===== src/rtl/signed_vedic_pkg.sv =====
// Shared widths, FSM state type and the operand magnitude helper for the signed vedic MAC.
package signed_vedic_pkg;

  localparam int OP_W   = 9;
  localparam int MAG_W  = 9;
  localparam int PMAG_W = 17;
  localparam int PROD_W = 18;

  typedef enum logic [1:0] {ACCUM, DRAIN, HOLD} state_t;

  // |-256| = 256 fits in 9 unsigned bits, so no saturation is needed.
  function automatic logic [MAG_W-1:0] abs9(input logic [OP_W-1:0] x);
    return x[OP_W-1] ? (~x + 9'd1) : x;
  endfunction

endpackage


===== src/rtl/signed_vedic_mac_if.sv =====
// Operand input stream and frame-result output stream of the signed vedic MAC.
interface signed_vedic_mac_if #(
  parameter int ACC_W     = 24,
  parameter int MAX_TERMS = 64
);
  import signed_vedic_pkg::*;

  localparam int TERM_W = $clog2(MAX_TERMS + 1);

  logic                     in_valid;
  logic                     in_ready;
  logic signed [OP_W-1:0]   in_a;
  logic signed [OP_W-1:0]   in_b;
  logic                     in_last;
  logic                     out_valid;
  logic                     out_ready;
  logic signed [ACC_W-1:0]  out_acc;
  logic [TERM_W-1:0]        out_terms;
  logic                     out_ovf;
  logic                     out_forced;

  modport master (
    output in_valid, in_a, in_b, in_last, out_ready,
    input  in_ready, out_valid, out_acc, out_terms, out_ovf, out_forced
  );

  modport slave (
    input  in_valid, in_a, in_b, in_last, out_ready,
    output in_ready, out_valid, out_acc, out_terms, out_ovf, out_forced
  );

endinterface


===== src/rtl/vedic_8X8.sv =====
// Unsigned 8x8 combinational vedic multiplier: 2x2 cells -> 4x4 blocks -> 8x8 result.
module vedic_8X8 (
  input  logic [7:0]  a,
  input  logic [7:0]  b,
  output logic [15:0] p
);

  function automatic logic [3:0] v2x2(input logic [1:0] x, input logic [1:0] y);
    logic c;
    c = (x[1] & y[0]) & (x[0] & y[1]);
    return {(x[1] & y[1]) & c, (x[1] & y[1]) ^ c, (x[1] & y[0]) ^ (x[0] & y[1]), x[0] & y[0]};
  endfunction

  function automatic logic [7:0] v4x4(input logic [3:0] x, input logic [3:0] y);
    logic [7:0] ll, lh, hl, hh;
    ll = {4'b0, v2x2(x[1:0], y[1:0])};
    lh = {4'b0, v2x2(x[3:2], y[1:0])};
    hl = {4'b0, v2x2(x[1:0], y[3:2])};
    hh = {4'b0, v2x2(x[3:2], y[3:2])};
    return ll + (lh << 2) + (hl << 2) + (hh << 4);
  endfunction

  // pp[gi]: gi[0] selects the nibble of a, gi[1] the nibble of b.
  logic [7:0] pp [4];

  generate
    for (genvar gi = 0; gi < 4; gi++) begin : g_nib
      assign pp[gi] = v4x4(a[4*(gi%2) +: 4], b[4*(gi/2) +: 4]);
    end
  endgenerate

  assign p = {8'b0, pp[0]} + ({8'b0, pp[1]} << 4) + ({8'b0, pp[2]} << 4) + ({8'b0, pp[3]} << 8);

endmodule


===== src/rtl/signed_vedic_mac.sv =====
// Three-stage signed multiply-accumulate: one dot-product per frame, result held until taken.
module signed_vedic_mac
  import signed_vedic_pkg::*;
#(
  parameter int ACC_W     = 24,
  parameter int MAX_TERMS = 64
) (
  input  logic                clk,
  input  logic                rst,
  signed_vedic_mac_if.slave   bus
);

  localparam int TERM_W = $clog2(MAX_TERMS + 1);

  state_t              state_reg;
  logic                v1_reg, close1_reg, sign1_reg;
  logic [MAG_W-1:0]    mag_a_reg, mag_b_reg;
  logic                v2_reg, close2_reg, sign2_reg;
  logic [PMAG_W-1:0]   pmag_reg;
  logic signed [ACC_W-1:0] acc_reg;
  logic [TERM_W-1:0]   count_reg;
  logic                ovf_reg, forced_reg;

  logic                out_valid_reg, out_ovf_reg, out_forced_reg;
  logic signed [ACC_W-1:0] out_acc_reg;
  logic [TERM_W-1:0]   out_terms_reg;

  logic                accept, close_now;
  logic [TERM_W-1:0]   count_next;
  logic [15:0]         core_p;
  logic [PMAG_W-1:0]   pmag_next;
  logic signed [PROD_W-1:0] prod_s;
  logic signed [ACC_W-1:0]  addend, sum;
  logic                ovf_add;

  assign bus.in_ready   = (state_reg == ACCUM);
  assign bus.out_valid  = out_valid_reg;
  assign bus.out_acc    = out_acc_reg;
  assign bus.out_terms  = out_terms_reg;
  assign bus.out_ovf    = out_ovf_reg;
  assign bus.out_forced = out_forced_reg;

  assign accept     = bus.in_valid && bus.in_ready;
  assign count_next = count_reg + 1'b1;
  assign close_now  = accept && (bus.in_last || (count_next == TERM_W'(MAX_TERMS)));

  vedic_8X8 u_core (
    .a (mag_a_reg[7:0]),
    .b (mag_b_reg[7:0]),
    .p (core_p)
  );

  // Magnitude 256 only occurs for -256, so that case reduces to a shift.
  always_comb begin
    pmag_next = {1'b0, core_p};
    case ({mag_a_reg[MAG_W-1], mag_b_reg[MAG_W-1]})
      2'b10:   pmag_next = {mag_b_reg[7:0], 8'b0} | 17'(mag_b_reg[8]) << 16;
      2'b01:   pmag_next = {mag_a_reg[7:0], 8'b0} | 17'(mag_a_reg[8]) << 16;
      2'b11:   pmag_next = 17'h10000;
      default: pmag_next = {1'b0, core_p};
    endcase
  end

  assign prod_s  = sign2_reg ? -$signed({1'b0, pmag_reg}) : $signed({1'b0, pmag_reg});
  assign addend  = {{(ACC_W-PROD_W){prod_s[PROD_W-1]}}, prod_s};
  assign sum     = acc_reg + addend;
  assign ovf_add = (acc_reg[ACC_W-1] == addend[ACC_W-1]) && (sum[ACC_W-1] != acc_reg[ACC_W-1]);

  always_ff @(posedge clk) begin
    if (rst) begin
      state_reg      <= ACCUM;
      v1_reg         <= 1'b0;
      v2_reg         <= 1'b0;
      close1_reg     <= 1'b0;
      close2_reg     <= 1'b0;
      sign1_reg      <= 1'b0;
      sign2_reg      <= 1'b0;
      mag_a_reg      <= '0;
      mag_b_reg      <= '0;
      pmag_reg       <= '0;
      acc_reg        <= '0;
      count_reg      <= '0;
      ovf_reg        <= 1'b0;
      forced_reg     <= 1'b0;
      out_valid_reg  <= 1'b0;
      out_acc_reg    <= '0;
      out_terms_reg  <= '0;
      out_ovf_reg    <= 1'b0;
      out_forced_reg <= 1'b0;
    end else begin
      v1_reg <= accept;
      if (accept) begin
        sign1_reg  <= bus.in_a[OP_W-1] ^ bus.in_b[OP_W-1];
        mag_a_reg  <= abs9(bus.in_a);
        mag_b_reg  <= abs9(bus.in_b);
        close1_reg <= close_now;
        count_reg  <= count_next;
        if (close_now) forced_reg <= !bus.in_last;
      end

      v2_reg     <= v1_reg;
      close2_reg <= close1_reg;
      sign2_reg  <= sign1_reg;
      pmag_reg   <= pmag_next;

      if (v2_reg) begin
        acc_reg <= sum;
        ovf_reg <= ovf_reg | ovf_add;
      end

      case (state_reg)
        ACCUM: if (close_now) state_reg <= DRAIN;
        DRAIN: begin
          if (v2_reg && close2_reg) begin
            out_acc_reg    <= sum;
            out_terms_reg  <= count_reg;
            out_ovf_reg    <= ovf_reg | ovf_add;
            out_forced_reg <= forced_reg;
            out_valid_reg  <= 1'b1;
            state_reg      <= HOLD;
          end
        end
        HOLD: begin
          if (bus.out_ready) begin
            out_valid_reg <= 1'b0;
            acc_reg       <= '0;
            count_reg     <= '0;
            ovf_reg       <= 1'b0;
            forced_reg    <= 1'b0;
            state_reg     <= ACCUM;
          end
        end
        default: state_reg <= ACCUM;
      endcase
    end
  end

endmodule


===== src/flat_wrapper.sv =====
// flat-port wrapper written by rule: the top's interface ports become plain ports
module signed_vedic_mac_flat import signed_vedic_pkg::*;
#(
  parameter int ACC_W     = 24,
  parameter int MAX_TERMS = 64
)
  (clk, rst, bus_in_valid, bus_in_a, bus_in_b, bus_in_last, bus_out_ready, bus_in_ready, bus_out_valid, bus_out_acc, bus_out_terms, bus_out_ovf, bus_out_forced);
  signed_vedic_mac_if #(.ACC_W(ACC_W), .MAX_TERMS(MAX_TERMS)) bus_i ();
  input  logic clk;
  input  logic rst;
  input wire logic [$bits(bus_i.in_valid)-1:0] bus_in_valid;
  input wire logic [$bits(bus_i.in_a)-1:0] bus_in_a;
  input wire logic [$bits(bus_i.in_b)-1:0] bus_in_b;
  input wire logic [$bits(bus_i.in_last)-1:0] bus_in_last;
  input wire logic [$bits(bus_i.out_ready)-1:0] bus_out_ready;
  output wire logic [$bits(bus_i.in_ready)-1:0] bus_in_ready;
  output wire logic [$bits(bus_i.out_valid)-1:0] bus_out_valid;
  output wire logic [$bits(bus_i.out_acc)-1:0] bus_out_acc;
  output wire logic [$bits(bus_i.out_terms)-1:0] bus_out_terms;
  output wire logic [$bits(bus_i.out_ovf)-1:0] bus_out_ovf;
  output wire logic [$bits(bus_i.out_forced)-1:0] bus_out_forced;
  assign bus_i.in_valid = bus_in_valid;
  assign bus_i.in_a = bus_in_a;
  assign bus_i.in_b = bus_in_b;
  assign bus_i.in_last = bus_in_last;
  assign bus_i.out_ready = bus_out_ready;
  assign bus_in_ready = bus_i.in_ready;
  assign bus_out_valid = bus_i.out_valid;
  assign bus_out_acc = bus_i.out_acc;
  assign bus_out_terms = bus_i.out_terms;
  assign bus_out_ovf = bus_i.out_ovf;
  assign bus_out_forced = bus_i.out_forced;
  signed_vedic_mac #(.ACC_W(ACC_W), .MAX_TERMS(MAX_TERMS)) u_core (.clk(clk), .rst(rst), .bus(bus_i));
endmodule

===== config.mk =====
export PLATFORM = sky130hd
export DESIGN_NAME = signed_vedic_mac_flat
export DESIGN_NICKNAME = d
export VERILOG_FILES = /design/src/rtl/signed_vedic_pkg.sv /design/src/rtl/signed_vedic_mac_if.sv /design/src/rtl/vedic_8X8.sv /design/src/rtl/signed_vedic_mac.sv /design/src/flat_wrapper.sv
export SDC_FILE = /design/constraint.sdc
export NUM_CORES = 1
export LEC_CHECK = 0
export ABC_CLOCK_PERIOD_IN_PS = 5850
export BUFFER_PORTS_ARGS = -buffer_cell sky130_fd_sc_hd__buf_2
export CAP_MARGIN = 40
export CORE_MARGIN = 2
export CORE_UTILIZATION = 39
export DETAILED_ROUTE_END_ITERATION = 16
export GPL_TIMING_DRIVEN = 0
export PLACE_DENSITY = 0.57
export SLEW_MARGIN = 20
export SYNTH_ARGS = -nofsm -noshare
export SYNTH_HDL_FRONTEND = slang
export SYNTH_SLANG_ARGS = --single-unit

===== constraint.sdc =====
create_clock -name clk -period 5.85 [get_ports clk]
set_input_delay 0 -clock clk [delete_from_list [all_inputs] [get_ports clk]]
set_output_delay 0 -clock clk [all_outputs]
set_load 0.02 [all_outputs]

# Yosys cells after proc, flatten, opt, wreduce, memory -nomap -nowiden
# Index checks and enable logic that the tools add are counted.
# op_classes
n_addsub	20
n_mul	0
div_mod_pow	0
magnitude_cmp	0
n_eq_ne	11
shifts	0
n_mux	24
bitwise_logic	134
n_reduce_logical	11
# op_table
op	count
AND 1 bit	96
2-to-1 mux 24 bit	3
one-hot mux 17 bit (3 select lines)	1
OR 16 x 17 -> 17 bit	2
bitwise XOR 1 bit	33
adder 7 x 6 -> 8 bit	4
adder 8 bit	4
adder 4 x 6 -> 7 bit	4
adder 24 x 18 -> 24 bit	1
2-to-1 mux 7 bit	3
adder 9 x 1 -> 9 bit (second input constant)	2
2-to-1 mux 18 bit	1
2-to-1 mux 9 bit	2
negator 17 -> 18 bit	1
inverter 9 bit	2
adder 16 x 12 -> 16 bit	1
adder 16 bit	1
adder 8 x 12 -> 13 bit	1
2-to-1 mux 1 bit	9
adder 7 x 1 -> 7 bit (second input constant)	1
== test 7 bit (second input constant)	1
== test 2 bit (second input constant)	3
2-to-1 mux 2 bit	3
inequality test 2 bit (second input constant)	3
13 further kinds	18
# totals
ff_bits	110
latchBits	0
ram_bits	0
romBits	0
in_bits	23
out_inout_bits	35
memories	0

# Depth between registers and ports, before layout
# Gate-level depths: netlist of run 1.
# logic_depth
ltp_word	10
depth_mapped	29

# By module
# Synthesis of run 1 repeated with hierarchy kept, for this count alone.
# unflattened
hier_cells	1000
area_unflattened_um2	8384.3
# by_module_without_submodules
mod	instances	cells_each	area_each_um2	seq_area_each_um2
signed_vedic_mac	1	704	5849.4	2202.1
vedic_8X8	1	296	2534.9	0.0

# Least setup slack after synthesis of run 1
# No wires, ideal clock.
# synth_path
path_kind	register -> register
startpoint	reg u_core.mag_b_reg[0]
endpoint	reg u_core.pmag_reg[14]
t_arrival_ns	5.718
t_required_ns	5.776
path_slack_ns	0.057
stages_incl_launch_ff	29
path_buffers	1
path_cell_list	dfxtp_1 clkbuf_1 and2_1 ha_1 ha_1 inv_1 fa_1 inv_1 ha_1 inv_1 fa_1 xnor2_1 ha_1 a21o_1 a21oi_1 nor2b_1 o21ai_0 nand3b_1 xor2_1 fa_1 inv_1 ha_1 or4_1 o21ai_0 o21ba_2 nand3_1 a21oi_1 or4_1 a31oi_1
# synth_via
elab_chain_cells	10
word_cells_on_any_way	34
cone_classes	add/sub: 9; mux: 1; bitwise: 24
# synth_rtl
item	line_no	text
start: declaration	signed_vedic_mac.sv:17	logic [MAG_W-1:0] mag_a_reg, mag_b_reg;
start signal: assignment	signed_vedic_mac.sv:95	mag_b_reg <= abs9(bus.in_b);
AND 1 bit	vedic_8X8.sv:10, vedic_8X8.sv:11	
AND 1 bit	vedic_8X8.sv:10	c = (x[1] & y[0]) & (x[0] & y[1]);
bitwise XOR 1 bit or AND 1 bit (tied branches)	vedic_8X8.sv:11	return {(x[1] & y[1]) & c, (x[1] & y[1]) ^ c, (x[1] & y[0]) ^ (x[0] & y[1]), x[0] & y[0]};
adder 4 x 6 -> 7 bit	vedic_8X8.sv:20	return ll + (lh << 2) + (hl << 2) + (hh << 4);
adder 7 x 6 -> 8 bit	vedic_8X8.sv:20	
adder 8 bit	vedic_8X8.sv:20	
adder 8 x 12 -> 13 bit *	vedic_8X8.sv:32	assign p = {8'b0, pp[0]} + ({8'b0, pp[1]} << 4) + ({8'b0, pp[2]} << 4) + ({8'b0, pp[3]} << 8);
adder 16 x 12 -> 16 bit *	vedic_8X8.sv:32	
adder 16 bit *	vedic_8X8.sv:32	
one-hot mux 17 bit (3 select lines) *	signed_vedic_mac.sv:56	case ({mag_a_reg[MAG_W-1], mag_b_reg[MAG_W-1]})
end signal: assignment	signed_vedic_mac.sv:104	pmag_reg <= pmag_next;
end: declaration	signed_vedic_mac.sv:19	logic [PMAG_W-1:0] pmag_reg;
# Mark *: on every way between the ends. The rest lies on a longest branch, timed or not.
# A chain may end at the register's enable or synchronous reset.

# Worst setup path in the final report of run 1
# layout_path
startpoint	reg u_core.mag_b_reg[0]
endpoint	reg u_core.pmag_reg[12]
# The elaborated chain is that of the path after synthesis.

==> results of run 1 <==
-- critical path, delay by kind of cell (launching register included) --
family	cells	cell delay, ps
flops	1	380
compound gates	6	680
buf+inv	6	370
simple gates	5	1070
xor+xnor	3	460
mux	1	210
fa+ha+maj	8	2450
-- routing by layer --
metal / vias to the layer above / track usage, % / wire, um
met4: 0 / 6.75 / 534
met3: 24 / 2.52 / 783
met5: - / 0 / 0
met1: 3376 / 25.4 / 10000
li1: 3692 / - / -
met2: 116 / 34.7 / 10900
-- cells in the mapped netlist (9+ instances only) --
cell / n
o21a_1: 9
mux2i_1: 15
inv_1: 86
a21oi_1: 82
o21ai_0: 44
nor3_1: 13
and3_1: 10
nand2b_1: 14
a21o_1: 20
nand2_1: 101
nor2_1: 74
ha_1: 93
xnor2_1: 35
and2_1: 60
nand3_1: 16
fa_1: 27
clkbuf_1: 42
or3_1: 12
xor2_1: 28
nor2b_1: 10
dfxtp_1: 110
a211oi_1: 31
-- cell families after synthesis --
logic type / share of synthesized area, %
simple gates: 21.1
compound gates: 17.4
buf+inv: 5.89
fa+ha+maj: 20.4
flops: 26.3
xor+xnor: 6.88
mux: 1.97
-- where the power goes --
part | total (mW) | internal, mW | switching (mW)
combinational | 0.404 | 0.168 | 0.236
clock | 0.622 | 0.333 | 0.289
sequential | 0.811 | 0.776 | 0.0353
-- worst max-delay path by stage --
stage                   startpoint                  end  cells after the start
5_1_grt        u_core.mag_b_reg[0]  u_core.pmag_reg[12]                     29
4_1_cts        u_core.mag_b_reg[0]  u_core.pmag_reg[14]                     26
3_5_place_dp   u_core.mag_b_reg[0]  u_core.pmag_reg[14]                     28
3_3_place_gp   u_core.mag_b_reg[0]  u_core.pmag_reg[14]                     28
6_report       u_core.mag_b_reg[0]  u_core.pmag_reg[12]                     29
2_1_floorplan  u_core.mag_b_reg[0]  u_core.pmag_reg[14]                     28
-- per-stage QoR --
| step | hold WS, ps | total power, mW | util (%) |
|---|---|---|---|
| 6_report | 9.28 | 1.84 | 46.2 |
| 5_1_grt | 31.8 | 1.93 | 46.2 |
| 4_1_cts | 5.85 | 1.84 | 45.3 |
| 3_5_place_dp | 207 | 1.20 | 42.8 |
| 3_3_place_gp | 210 | 1.20 | 42.7 |
| 2_1_floorplan | 96.6 | 1.09 | - |
-- cell type report --
| type | instances | area (sq um) | area share (%) |
|---|---|---|---|
| timing repair buffer | 78 | 477 | 4.90 |
| multi-input combinational | 783 | 5880 | 60.5 |
| inverter | 86 | 323 | 3.32 |
| clock buffer | 9 | 225 | 2.32 |
| clock inverter | 6 | 68.8 | 0.708 |
| tap | 275 | 344 | 3.54 |
| sequential | 110 | 2230 | 22.9 |
| buffer | 42 | 170 | 1.75 |
-- timing repair --
action                                  CTS  global route
hold endpoints to repair                  7             0
resized for setup                        33            39
hold buffers                              7             0
setup buffers                            12             4
endpoints found under the setup margin    7             5
pin swaps                                18            25
==> impl_metrics.csv, run 1 <==
group,metric,value,unit
status,status,"finished, final reports clean",
synthesis,ys_types,57,
finish,stdcell_area,0.00972,sq mm
route,vias,7208,
critical_path,cpMaxStageDelayCell,"fa_1",
route,drc,0,
clock_tree,cts_inserted_buffers,9,
placed_design,dp.cells,1354,
floorplanning,die_x,150,um
sta,min_period,5760,ps
floorplanning,design.die.area,0.0226,sq mm
sta,slew_violations,0,
route,avgRoutedWirePerCell,16.0,um
placed_design,dp_hpwl,16400,um
finish,nets,1253,
floorplanning,start_util,39.8,%
synthesis,syn-num-nets,1167,
critical_path,ff2ff_path_depth,29,
critical_path,crit_fanout,4,
critical_path,r2r_slack,90,ps
synthesis,ys_async_sr_fraction,0,%
route,wl,22200,um
sta,skew,13.1,ps
placed_design,gp_congestion,0.866,
critical_path,r2r_end,"u_core.pmag_reg[12]",
finish,fillers,2106,
placed_design,placed_area,0.00899,sq mm
placed_design,io_buffers,55,
floorplanning,core,0.0210,sq mm
placed_design,place_ws,-691,ps
finish,antennaDiodeCount,0,
global_route,grt_pass1_vias,6879,
sta,finalSetupViolations,0,
power_and_ir_drop,peakVddDrop,0.000115,V
sta,tightest_slew,833,ps
critical_path,cp.arrival,5970,ps
route,drtPass1Iterations,5,
global_route,grt_usage,19.9,%
synthesis,synth_edf_count,0,
global_route,grt_max_degree,19,
global_route,overflow,0,
sta,slew_headroom,44.3,%
sta,tns,0,ps
synthesis,synth_top_area_cell,"dfxtp_1",
power_and_ir_drop,leakage,4.44,nW
worst_hold_path,hp-start,"bus_in_b[6]",
synthesis,synth_top_area_share,26.3,%
floorplanning,dieHeight,150,um
sta,min_period_over_period,98.5,%
clock_tree,clock_latency,350,ps
job,drv_cap,0,
synthesis,seq_area_frac_synth,26.3,%
sta,finalWorstSetupSlack,86.1,ps
clock_tree,clockBufferDepth,2,
route,ant_nets,0,
power_and_ir_drop,p_per_area,189,mW/mm^2
global_route,grt_pass1_wl,35300,um
critical_path,required,6060,ps
worst_hold_path,worstHoldEndpoint,"u_core.mag_b_reg[6]",
floorplanning,core.rowCount,53,
finish,layout_commonest_cell,"dfxtp_1",
route,drt_iter0_drc,387,
clock_tree,tritoncts,"built",
clock_tree,clock_sinks,110,
critical_path,crit_path_end_kind,"register",
sta,rsz0062_at_grt,"yes",
worst_hold_path,holdPathStages,3,
worst_hold_path,hold_class,"input port to register",
global_route,antenna_found_initial,0,
synthesis,netlist_area,0.00836,sq mm
synthesis,synth_area_per_cell,8.17,sq um
sta,fmax,173,MHz
synthesis,synthTopCellsByArea,"dfxtp_1, ha_1, fa_1, a21oi_1, nand2_1",
synthesis,syn_inst,1024,
synthesis,yosysWarningCount,0,
critical_path,reg2reg_from,"u_core.mag_b_reg[0]",
finish,synthToLayoutAreaGrowth,16.2,%
sta,final_hold_viol_count,0,
clock_tree,h-tree-depth,3,
finish,finalNonFillerCells,1389,
clock_tree,path_clk_slew,80,ps
critical_path,startpoint_type,"register",
finish,final_cell_mix,"dfxtp_1, nand2_1, inv_1, ha_1, a21oi_1",
route,avgViaCountPerCell,5.19,
clock_tree,cts-root-buf,"clkbuf_16",
critical_path,critPathMaxStageDelay,550,ps
critical_path,path_class,"register to register",
synthesis,ys.flop_type,"dfxtp_1",
floorplanning,pin_count,58,
finish,drive_above_1_share,13.2,%
synthesis,synth-seq-cells,110,
No activity file was read; power rests on OpenSTA's default activity.
==> run 2, diff against run 1 <==
--- a/config.mk
+++ b/config.mk
@@ -9,10 +9,10 @@
 export BUFFER_PORTS_ARGS = -buffer_cell sky130_fd_sc_hd__buf_2
 export CAP_MARGIN = 40
 export CORE_MARGIN = 2
-export CORE_UTILIZATION = 39
+export CORE_UTILIZATION = 45
 export DETAILED_ROUTE_END_ITERATION = 16
 export GPL_TIMING_DRIVEN = 0
-export PLACE_DENSITY = 0.57
+export PLACE_DENSITY = 0.64
 export SLEW_MARGIN = 20
 export SYNTH_ARGS = -nofsm -noshare
 export SYNTH_HDL_FRONTEND = slang
==> run 2 against run 1 <==
  * Clock skew up 0.90 ps
  * Design area rose by 0.80%
  * Largest power group unchanged
  * Combinational power up 4%
  * Clock power increased by 6.3%
==> impl_metrics.csv, run 2 (synthesis gave the netlist of run 1 again) <==
group,metric,value,unit
floorplanning,start_util,46.2,%
global_route,met2_usage,39.0,%
sta,slew_violations,0,
power_and_ir_drop,p_switching,0.582,mW
job,drv_cap,0,
floorplanning,pin_count,58,
finish,synthToLayoutAreaGrowth,17.1,%
sta,min_period,5690,ps
route,vias,7286,
route,avgViaCountPerCell,5.39,
finish,finalNonFillerCells,1353,
route,ant_nets,0,
power_and_ir_drop,p_clk_share,35.0,%
route,drtPass1Iterations,4,
floorplanning,dieHeight,140,um
global_route,grt_pass1_wl,35000,um
power_and_ir_drop,p_per_area,193,mW/mm^2
placed_design,gp_congestion,0.876,
status,status,"finished, final reports clean",
power_and_ir_drop,p_sw_share,30.8,%
clock_tree,cts_inserted_buffers,9,
sta,fmax,176,MHz
floorplanning,core,0.0181,sq mm
sta,skew,14.0,ps
clock_tree,clock_sinks,110,
placed_design,io_buffers,55,
route,drt_iter0_drc,394,
power_and_ir_drop,peakVddDrop,0.000175,V
finish,drive_above_1_share,14.1,%
clock_tree,clock_latency,370,ps
finish,fillers,1715,
clock_tree,path_clk_slew,80,ps
finish,final_cell_mix,"dfxtp_1, nand2_1, inv_1, ha_1, a21oi_1",
sta,slew_headroom,47.2,%
global_route,grt_pass1_vias,6918,
global_route,grt_usage,22.2,%
power_and_ir_drop,finalPower,1.89,mW
power_and_ir_drop,p_comb_share,22.2,%
finish,layout_commonest_cell,"dfxtp_1",
floorplanning,core.rowCount,49,
critical_path,path_class,"register to register",
floorplanning,die_x,140,um
critical_path,cp.arrival,5960,ps
route,drc,0,
critical_path,crit_path_end_kind,"register",
floorplanning,design.die.area,0.0197,sq mm
power_and_ir_drop,internal-power,1.31,mW
critical_path,ff2ff_path_depth,26,
worst_hold_path,hold_class,"input port to register",
global_route,use_met3,2.77,%
critical_path,startpoint_type,"register",
global_route,antenna_found_initial,0,
route,wl,21700,um
sta,finalSetupViolations,0,
placed_design,dp.cells,1308,
clock_tree,tritoncts,"built",
finish,antennaDiodeCount,0,
clock_tree,clockBufferDepth,2,
power_and_ir_drop,leakage,4.50,nW
critical_path,required,6120,ps
global_route,grt.met1_usage,28.5,%
sta,tightest_slew,792,ps
finish,nets,1262,
route,avgRoutedWirePerCell,16.0,um
clock_tree,cts-root-buf,"clkbuf_16",
global_route,busiest_layer,"met2",
critical_path,crit_fanout,5,
global_route,grt_max_degree,21,
power_and_ir_drop,seqPwrFrac,42.8,%
clock_tree,h-tree-depth,3,
sta,min_period_over_period,97.2,%
global_route,overflow,0,
sta,final_hold_viol_count,0,
worst_hold_path,holdPathStages,4,
placed_design,dp_hpwl,15800,um
[run 2: cell count changes in the layout (fill, tap and decap cells not counted), moves of 3 or more]
cell    before  now
and2_1      55   52
buf_2       55   59
and2_4       5    8
buf_4       13   20
ha_4         5   11
ha_2         6    2
[run 2: through the flow]
stage	instance area (sq um)	setup slack, ps	hold WS (ps)	setup TNS [ps]	util, %
6_report	9800	163	1.27	0	54.2
5_1_grt	9800	-38.2	26.0	-57.3	54.2
4_1_cts	9530	13.6	3.13	0	52.7
3_5_place_dp	8930	-615	206	-1390	49.4
3_3_place_gp	8930	-632	206	-1510	49.4
2_1_floorplan	8360	57.4	96.6	0	-
[run 2: worst max-delay path: stages (launching register included)]
cell and delay [ps]:
dfxtp_4 380, and2_4 170, ha_4 160, ha_4 250, inv_2 30, fa_2 590, inv_1 50, ha_1 260
a21o_1 190, a21oi_2 140, xnor2_1 150, ha_1 290, a21oi_2 230, nor2b_4 60, o21ai_2 150, buf_6 130
xor2_4 150, fa_1 440, inv_2 90, ha_4 210, or4_1 490, o21ai_1 90, o21ba_4 170, nand3_2 70
a21oi_1 60, or4_1 400, a31oi_1 180
[run 2: timing repair]
| action | in CTS | in global routing |
|---|---|---|
| resized for setup | 33 | 42 |
| pin swaps | 15 | 29 |
| setup endpoints to repair | 6 | 3 |
| buffers inserted | 15 | 11 |
| hold buffers | 7 | 0 |
| hold endpoints to repair | 6 | 0 |
[run 2: worst paths after layout]
kind	endpoint	slack, ps	start
max	u_core.pmag_reg[14]	160	u_core.mag_b_reg[0]
min	u_core.mag_b_reg[8]	1	bus_in_b[7]
max reg2reg	u_core.pmag_reg[14]	160	u_core.mag_b_reg[0]
min reg2reg	u_core.bus.out_acc[10]	450	u_core.bus.out_acc[10]
[run 2: power groups by stage]
| stage | clock network, mW | logic, mW | registers, mW |
|---|---|---|---|
| floorplan | 0 | 0.283 | 0.811 |
| global placement | 0 | 0.371 | 0.824 |
| detailed placement | 0 | 0.374 | 0.825 |
| CTS | 0.674 | 0.395 | 0.811 |
| global route | 0.707 | 0.467 | 0.814 |
| finish | 0.661 | 0.419 | 0.810 |
[run 2: cell type report]
type,count,area [sq um],share of cell area (%)
Inverter,86,323,3.30
Timing Repair Buffer,88,538,5.49
Clock buffer,10,239,2.44
Buffer,41,155,1.58
Clock inverter,6,83.8,0.856
Multi-Input combinational cell,783,5940,60.7
Tap cell,229,287,2.92
Sequential cell,110,2230,22.8
[run 2: layer usage]
metal | part of all wire [%] | wire (um)
met5 | 0 | 0
met4 | 2.1 | 447
met3 | 3.0 | 645
met2 | 49 | 10700
met1 | 46 | 9910
